**config.mk**
```make
export PLATFORM = sky130hd
export DESIGN_NAME = nn_stream_driver
export DESIGN_NICKNAME = d
export VERILOG_FILES = /design/src/rtl/nn_stream_driver.sv
export SDC_FILE = /design/constraint.sdc
export NUM_CORES = 2
export LEC_CHECK = 0
export CORE_MARGIN = 8
export CORE_UTILIZATION = 60
export CTS_BUF_LIST = sky130_fd_sc_hd__clkbuf_2
export DETAILED_ROUTE_END_ITERATION = 10
export DONT_BUFFER_PORTS = 1
export PLACE_DENSITY = 0.75
export SLEW_MARGIN = 40
export SYNTH_ARGS = -nofsm -noshare
export SYNTH_HDL_FRONTEND = slang
export SYNTH_SLANG_ARGS = --single-unit
```
**constraint.sdc**
```tcl
create_clock -name clk -period 8.1 [get_ports clk]
set_clock_uncertainty 0.05 [all_clocks]
set_input_delay 0.81 -clock clk [delete_from_list [all_inputs] [get_ports clk]]
set_output_delay 0.81 -clock clk [all_outputs]
set_load 0.1 [all_outputs]
```
**src/rtl/nn_stream_driver.sv**
```systemverilog
// nn_stream_driver: initiator for the NN accelerator stream interface.
// Holds one RNN job (U, W, V weights and the x sequence), streams it into
// the NN core on start, then captures the NN result burst into a result
// buffer that the host reads combinationally.
module nn_stream_driver #(
  parameter int DW      = 32,
  parameter int N_IN    = 9,
  parameter int N_OUT   = 9,
  parameter int LAT_MAX = 100
) (
  input  logic          clk,
  input  logic          rst_n,
  input  logic          cfg_we,
  input  logic [1:0]    cfg_sel,
  input  logic [3:0]    cfg_addr,
  input  logic [DW-1:0] cfg_data,
  input  logic          start,
  output logic          busy,
  output logic          done,
  output logic          err,
  input  logic [3:0]    rd_addr,
  output logic [DW-1:0] rd_data,
  output logic          in_valid_u,
  output logic          in_valid_w,
  output logic          in_valid_v,
  output logic          in_valid_x,
  output logic [DW-1:0] weight_u,
  output logic [DW-1:0] weight_w,
  output logic [DW-1:0] weight_v,
  output logic [DW-1:0] data_x,
  input  logic          out_valid,
  input  logic [DW-1:0] out
);

  localparam int LW = $clog2(LAT_MAX + 1);

  typedef enum logic [2:0] {IDLE, SEND, WAIT, RECV, FIN} state_t;

  state_t        state_reg, state_next;
  logic [3:0]    idx_reg, idx_next;
  logic [3:0]    ocnt_reg, ocnt_next;
  logic [LW-1:0] lat_reg, lat_next;
  logic          err_reg, err_next;

  // Job buffer: index 0..3 selects U, W, V, x; words are row-major.
  logic [DW-1:0] job_mem [4][N_IN];
  logic [DW-1:0] res_mem [N_OUT];
  logic [DW-1:0] stream_data [4];

  logic          cfg_ok;
  logic          res_we;
  logic [3:0]    res_addr;
  logic          send;

  // State register and job counters.
  always_ff @(posedge clk or negedge rst_n) begin
    if (!rst_n) begin
      state_reg <= IDLE;
      idx_reg   <= '0;
      ocnt_reg  <= '0;
      lat_reg   <= '0;
      err_reg   <= 1'b0;
    end else begin
      state_reg <= state_next;
      idx_reg   <= idx_next;
      ocnt_reg  <= ocnt_next;
      lat_reg   <= lat_next;
      err_reg   <= err_next;
    end
  end

  // Next-state logic, buffer write enables and stream qualifier.
  always_comb begin
    state_next = state_reg;
    idx_next   = idx_reg;
    ocnt_next  = ocnt_reg;
    lat_next   = lat_reg;
    err_next   = err_reg;
    cfg_ok     = 1'b0;
    res_we     = 1'b0;
    res_addr   = ocnt_reg;
    send       = 1'b0;
    done       = 1'b0;
    unique case (state_reg)
      IDLE: begin
        cfg_ok = cfg_we && (cfg_addr < 4'(N_IN));
        if (start) begin
          state_next = SEND;
          idx_next   = '0;
          ocnt_next  = '0;
          lat_next   = '0;
          err_next   = 1'b0;
        end
      end
      SEND: begin
        send = 1'b1;
        // NN talking while we are still sending is a protocol violation;
        // the send still completes but the receive phase is skipped.
        if (out_valid) err_next = 1'b1;
        if (idx_reg == 4'(N_IN - 1)) begin
          // lat counts cycles since the last sent word, so WAIT starts at 1.
          lat_next   = LW'(1);
          state_next = (err_reg || out_valid) ? FIN : WAIT;
        end else begin
          idx_next = idx_reg + 4'd1;
        end
      end
      WAIT: begin
        if (out_valid) begin
          res_we     = 1'b1;
          res_addr   = '0;
          ocnt_next  = 4'd1;
          state_next = RECV;
        end else if (lat_reg == LW'(LAT_MAX - 1)) begin
          err_next   = 1'b1;
          state_next = FIN;
        end else begin
          lat_next = lat_reg + LW'(1);
        end
      end
      RECV: begin
        if (out_valid) begin
          res_we    = 1'b1;
          ocnt_next = ocnt_reg + 4'd1;
          if (ocnt_reg == 4'(N_OUT - 1)) state_next = FIN;
        end else begin
          err_next   = 1'b1;
          state_next = FIN;
        end
      end
      FIN: begin
        done       = 1'b1;
        state_next = IDLE;
      end
      default: state_next = IDLE;
    endcase
  end

  // Host writes into the job buffer, accepted only while idle.
  always_ff @(posedge clk or negedge rst_n) begin
    if (!rst_n) begin
      for (int s = 0; s < 4; s++)
        for (int a = 0; a < N_IN; a++)
          job_mem[s][a] <= '0;
    end else if (cfg_ok) begin
      job_mem[cfg_sel][cfg_addr] <= cfg_data;
    end
  end

  // Result capture; words beyond a short burst keep their old contents.
  always_ff @(posedge clk or negedge rst_n) begin
    if (!rst_n) begin
      for (int a = 0; a < N_OUT; a++)
        res_mem[a] <= '0;
    end else if (res_we) begin
      res_mem[res_addr] <= out;
    end
  end

  // Data ports are forced to zero whenever the stream is not valid.
  generate
    for (genvar gi = 0; gi < 4; gi++) begin : g_stream
      assign stream_data[gi] = send ? job_mem[gi][idx_reg] : '0;
    end
  endgenerate

  assign weight_u   = stream_data[0];
  assign weight_w   = stream_data[1];
  assign weight_v   = stream_data[2];
  assign data_x     = stream_data[3];
  assign in_valid_u = send;
  assign in_valid_w = send;
  assign in_valid_v = send;
  assign in_valid_x = send;
  assign busy       = (state_reg != IDLE);
  assign err        = err_reg;
  assign rd_data    = (rd_addr < 4'(N_OUT)) ? res_mem[rd_addr] : '0;

endmodule
```
==> results.yml <==
sta:
  rsz0062_at_grt: "false"
  worst_slew_pin_slew_ns: 1.119
  setup_slack_ns: 1.796
  finalMaxSlewViolations: 0
  fmaxAchievable_ghz: 0.1586
  post-route-min-period_ns: 6.304
  hold_viol: 0
  whs_ns: 0.1393
  max_slew_margin_pct: 25.42
  period_share_pct: 77.83
  finalSetupViolations: 0
  fin_tns_setup_ns: 0
detailed_routing:
  dr.pass1.iters: 5
  drt_iter0_markers: 2699
  wire_per_inst_um: 27.05
  vias: 39718
  vias_per_cell: 6.276
  ant_nets: 0
  wl_mm: 171.2
  route.detailed.drc: 0
clocking:
  tritoncts: "yes"
  ctsLongestPathBuffers: 4
  cts_buffers: 380
  clock_sinks: 1459
  postCtsSetupBuffers: 0
  path_clk_slew_ns: 0.10
  post_cts_resized: 0
  htree_levels: 5
  clock-root-buffer: "clkbuf_2"
  clkLatencyLatePin_ns: 1.64
worst_setup_path:
  cp-startpoint: "state_reg[0]"
  reg2regPathDepth: 6
  critical_path.cell_chain: "or3b_2, inv_6, and4_4, buf_4, nand2_1, nand2_2"
  cp_max_fo: 52
  cp.arrival_ns: 5.44
  cp-start-kind: "register"
  required_ns: 7.24
  reg2reg_to: "job_mem[879]"
  worstSetupEndpointType: "output port"
  cpMaxStageDelayCell: "dfrtp_1"
  crit_type: "register to output port"
  r2r_start: "state_reg[0]"
  r2r_slack_ns: 3.58
  critical-path-max-stage-delay_ns: 0.78
floorplanning:
  core_um2: 108400
  start_util_pct: 60.20
  io_pins: 246
  dieWidth_um: 345.8
  num_rows: 121
  dieArea_um2: 119600
  die_h_um: 345.8
layout:
  fin_cells: 6329
  drive_gt1_share_pct: 54.92
  layout_commonest_cell: "mux2_2"
  largest_reg_flops: 1152
  final_cell_mix: "mux2_2 (1484), dfrtp_1 (1456), clkbuf_2 (544), mux4_2 (289), dlygate4sd3_1 (203)"
  final_area_um2: 74170
  nNetsFinal: 4738
  syn_to_final_growth_pct: 13.67
min_path:
  hold_path_end: "job_mem[827]"
  hp-class: "input port to register"
  worstHoldPathCells: 4
  min-delay-start: "cfg_sel[0]"
logic_synthesis:
  synth_area_um2: 65250
  yosys_most_used_dff: "dfrtp_1"
  synth_top_area_share_pct: 55.95
  ys_types: 56
  seq_area_frac_synth_pct: 55.95
  async_flop_share_pct: 100.0
  avgSynthCellArea_um2: 15.10
  ys_warn_count: 0
  syn_nets: 4405
  synth_cells: 4321
  synth_edf_count: 0
  synth_area_leaders: "dfrtp_1 (56%), mux2_2 (26%), mux4_2 (10%)"
  synth_seq_cells: 1459
  synth_largest_area_cell: "dfrtp_1"
grt:
  grt_pass1_wl_mm: 263.9
  track_usage_pct: 28.66
  grt_pass1_vias: 43108
  gr-total-overflow: 0
  antenna_found_initial: 14
  grt_max_degree: 129
pwr:
  p_leak_nw: 37.27
  peakVddDrop_mv: 0.3638
  powerDensity_nw_per_um2: 250.6
outcome:
  status: "finished, final reports clean"
placed_design:
  io_buffer_count: 0
  hpwlAfterDp_mm: 92.27
  place_area_um2: 68190
  preCtsSetupSlack_ns: 3.429
  finalWeightedCongestion: 0.7735
  dp.cells: 5444
flow_run:
  maxCapViolations: 0
==> power breakdown <==
group / total [mW] / switching [mW] / internal [mW] / leakage (nW)
clock: 4.85 / 2.96 / 1.90 / 2.46
sequential: 8.72 / 0.554 / 8.17 / 20.1
combinational: 5.02 / 3.02 / 1.99 / 14.7
==> stage by stage <==
| step | power (mW) | util (%) |
|---|---|---|
| 6_report | 18.59 | 68.42 |
| 5_1_grt | 19.46 | 68.41 |
| 4_1_cts | 18.69 | 68.30 |
| 3_5_place_dp | 13.56 | 62.91 |
| 3_3_place_gp | 13.27 | 61.42 |
| 2_1_floorplan | 12.35 | - |
==> worst max-delay path: cells and delay by family (launching register included) <==
kind	cells	cell delay (ns)
buffers and inverters	2	1.17
flip-flops	1	0.78
AND/OR/NAND/NOR	4	1.79
==> worst max path at each step <==
| stage | to | slack [ns] | cells after the start |
|---|---|---|---|
| 2_1_floorplan | rd_data[0] | 2.95 | 6 |
| 3_3_place_gp | data_x[23] | 2.73 | 6 |
| 3_5_place_dp | data_x[25] | 3.43 | 6 |
| 4_1_cts | data_x[25] | 1.56 | 6 |
| 5_1_grt | data_x[6] | 1.46 | 6 |
| 6_report | data_x[25] | 1.80 | 6 |
==> logic make-up (layout without fill, tap and decap cells) <==
kind of cell    Yosys count  after routing  share of synthesized area, %
buf+inv                 394            969                         2.544
mux                    1796           1796                         35.98
flops                  1459           1459                         55.95
fa+ha+maj                 5              5                       0.09587
other cells               0             19                             0
compound gates          227            227                         2.506
xor+xnor                  2              2                       0.02685
simple gates            438            438                         2.899
==> Yosys cell counts (all sizes together), types with 2 or more instances <==
master,n
a41oi,3
a22oi,128
inv,12
nor4b,4
nand2b,7
or3,7
mux2,1504
o22ai,32
o21ai,10
nand4b,2
or2,2
nor2,42
or3b,2
nand2,326
and3,2
buf,170
mux4,289
a21oi,4
dfrtp,1459
a31oi,8
nor3,19
or4,2
nand3,6
mux2i,3
nor4,3
ha,5
nor2b,7
a2111oi,2
o31ai,33
and3b,2
clkbuf,212
==> final cells by class <==
type,count,area [um^2]
clock inverters,80,421.7
flip-flops and latches,1459,36520
clock buffers,544,2723
inverters,12,50.05
fillers,7608,34230
multi-input cells,2468,28190
repair buffers,333,4446
well taps,1414,1769
diodes,19,47.55
==> per-layer routing <==
metal,wire length [um],track usage (%)
met1,71700,37.93
met2,82170,45.66
met3,9838,6.086
met4,7460,13.34
met5,24,0
==> what timing repair did <==
action,CTS,global route
endpoints found under the hold margin,2029,17
setup endpoints to repair,0,0
hold buffers,237,1
No activity file was read; power rests on OpenSTA's default activity.
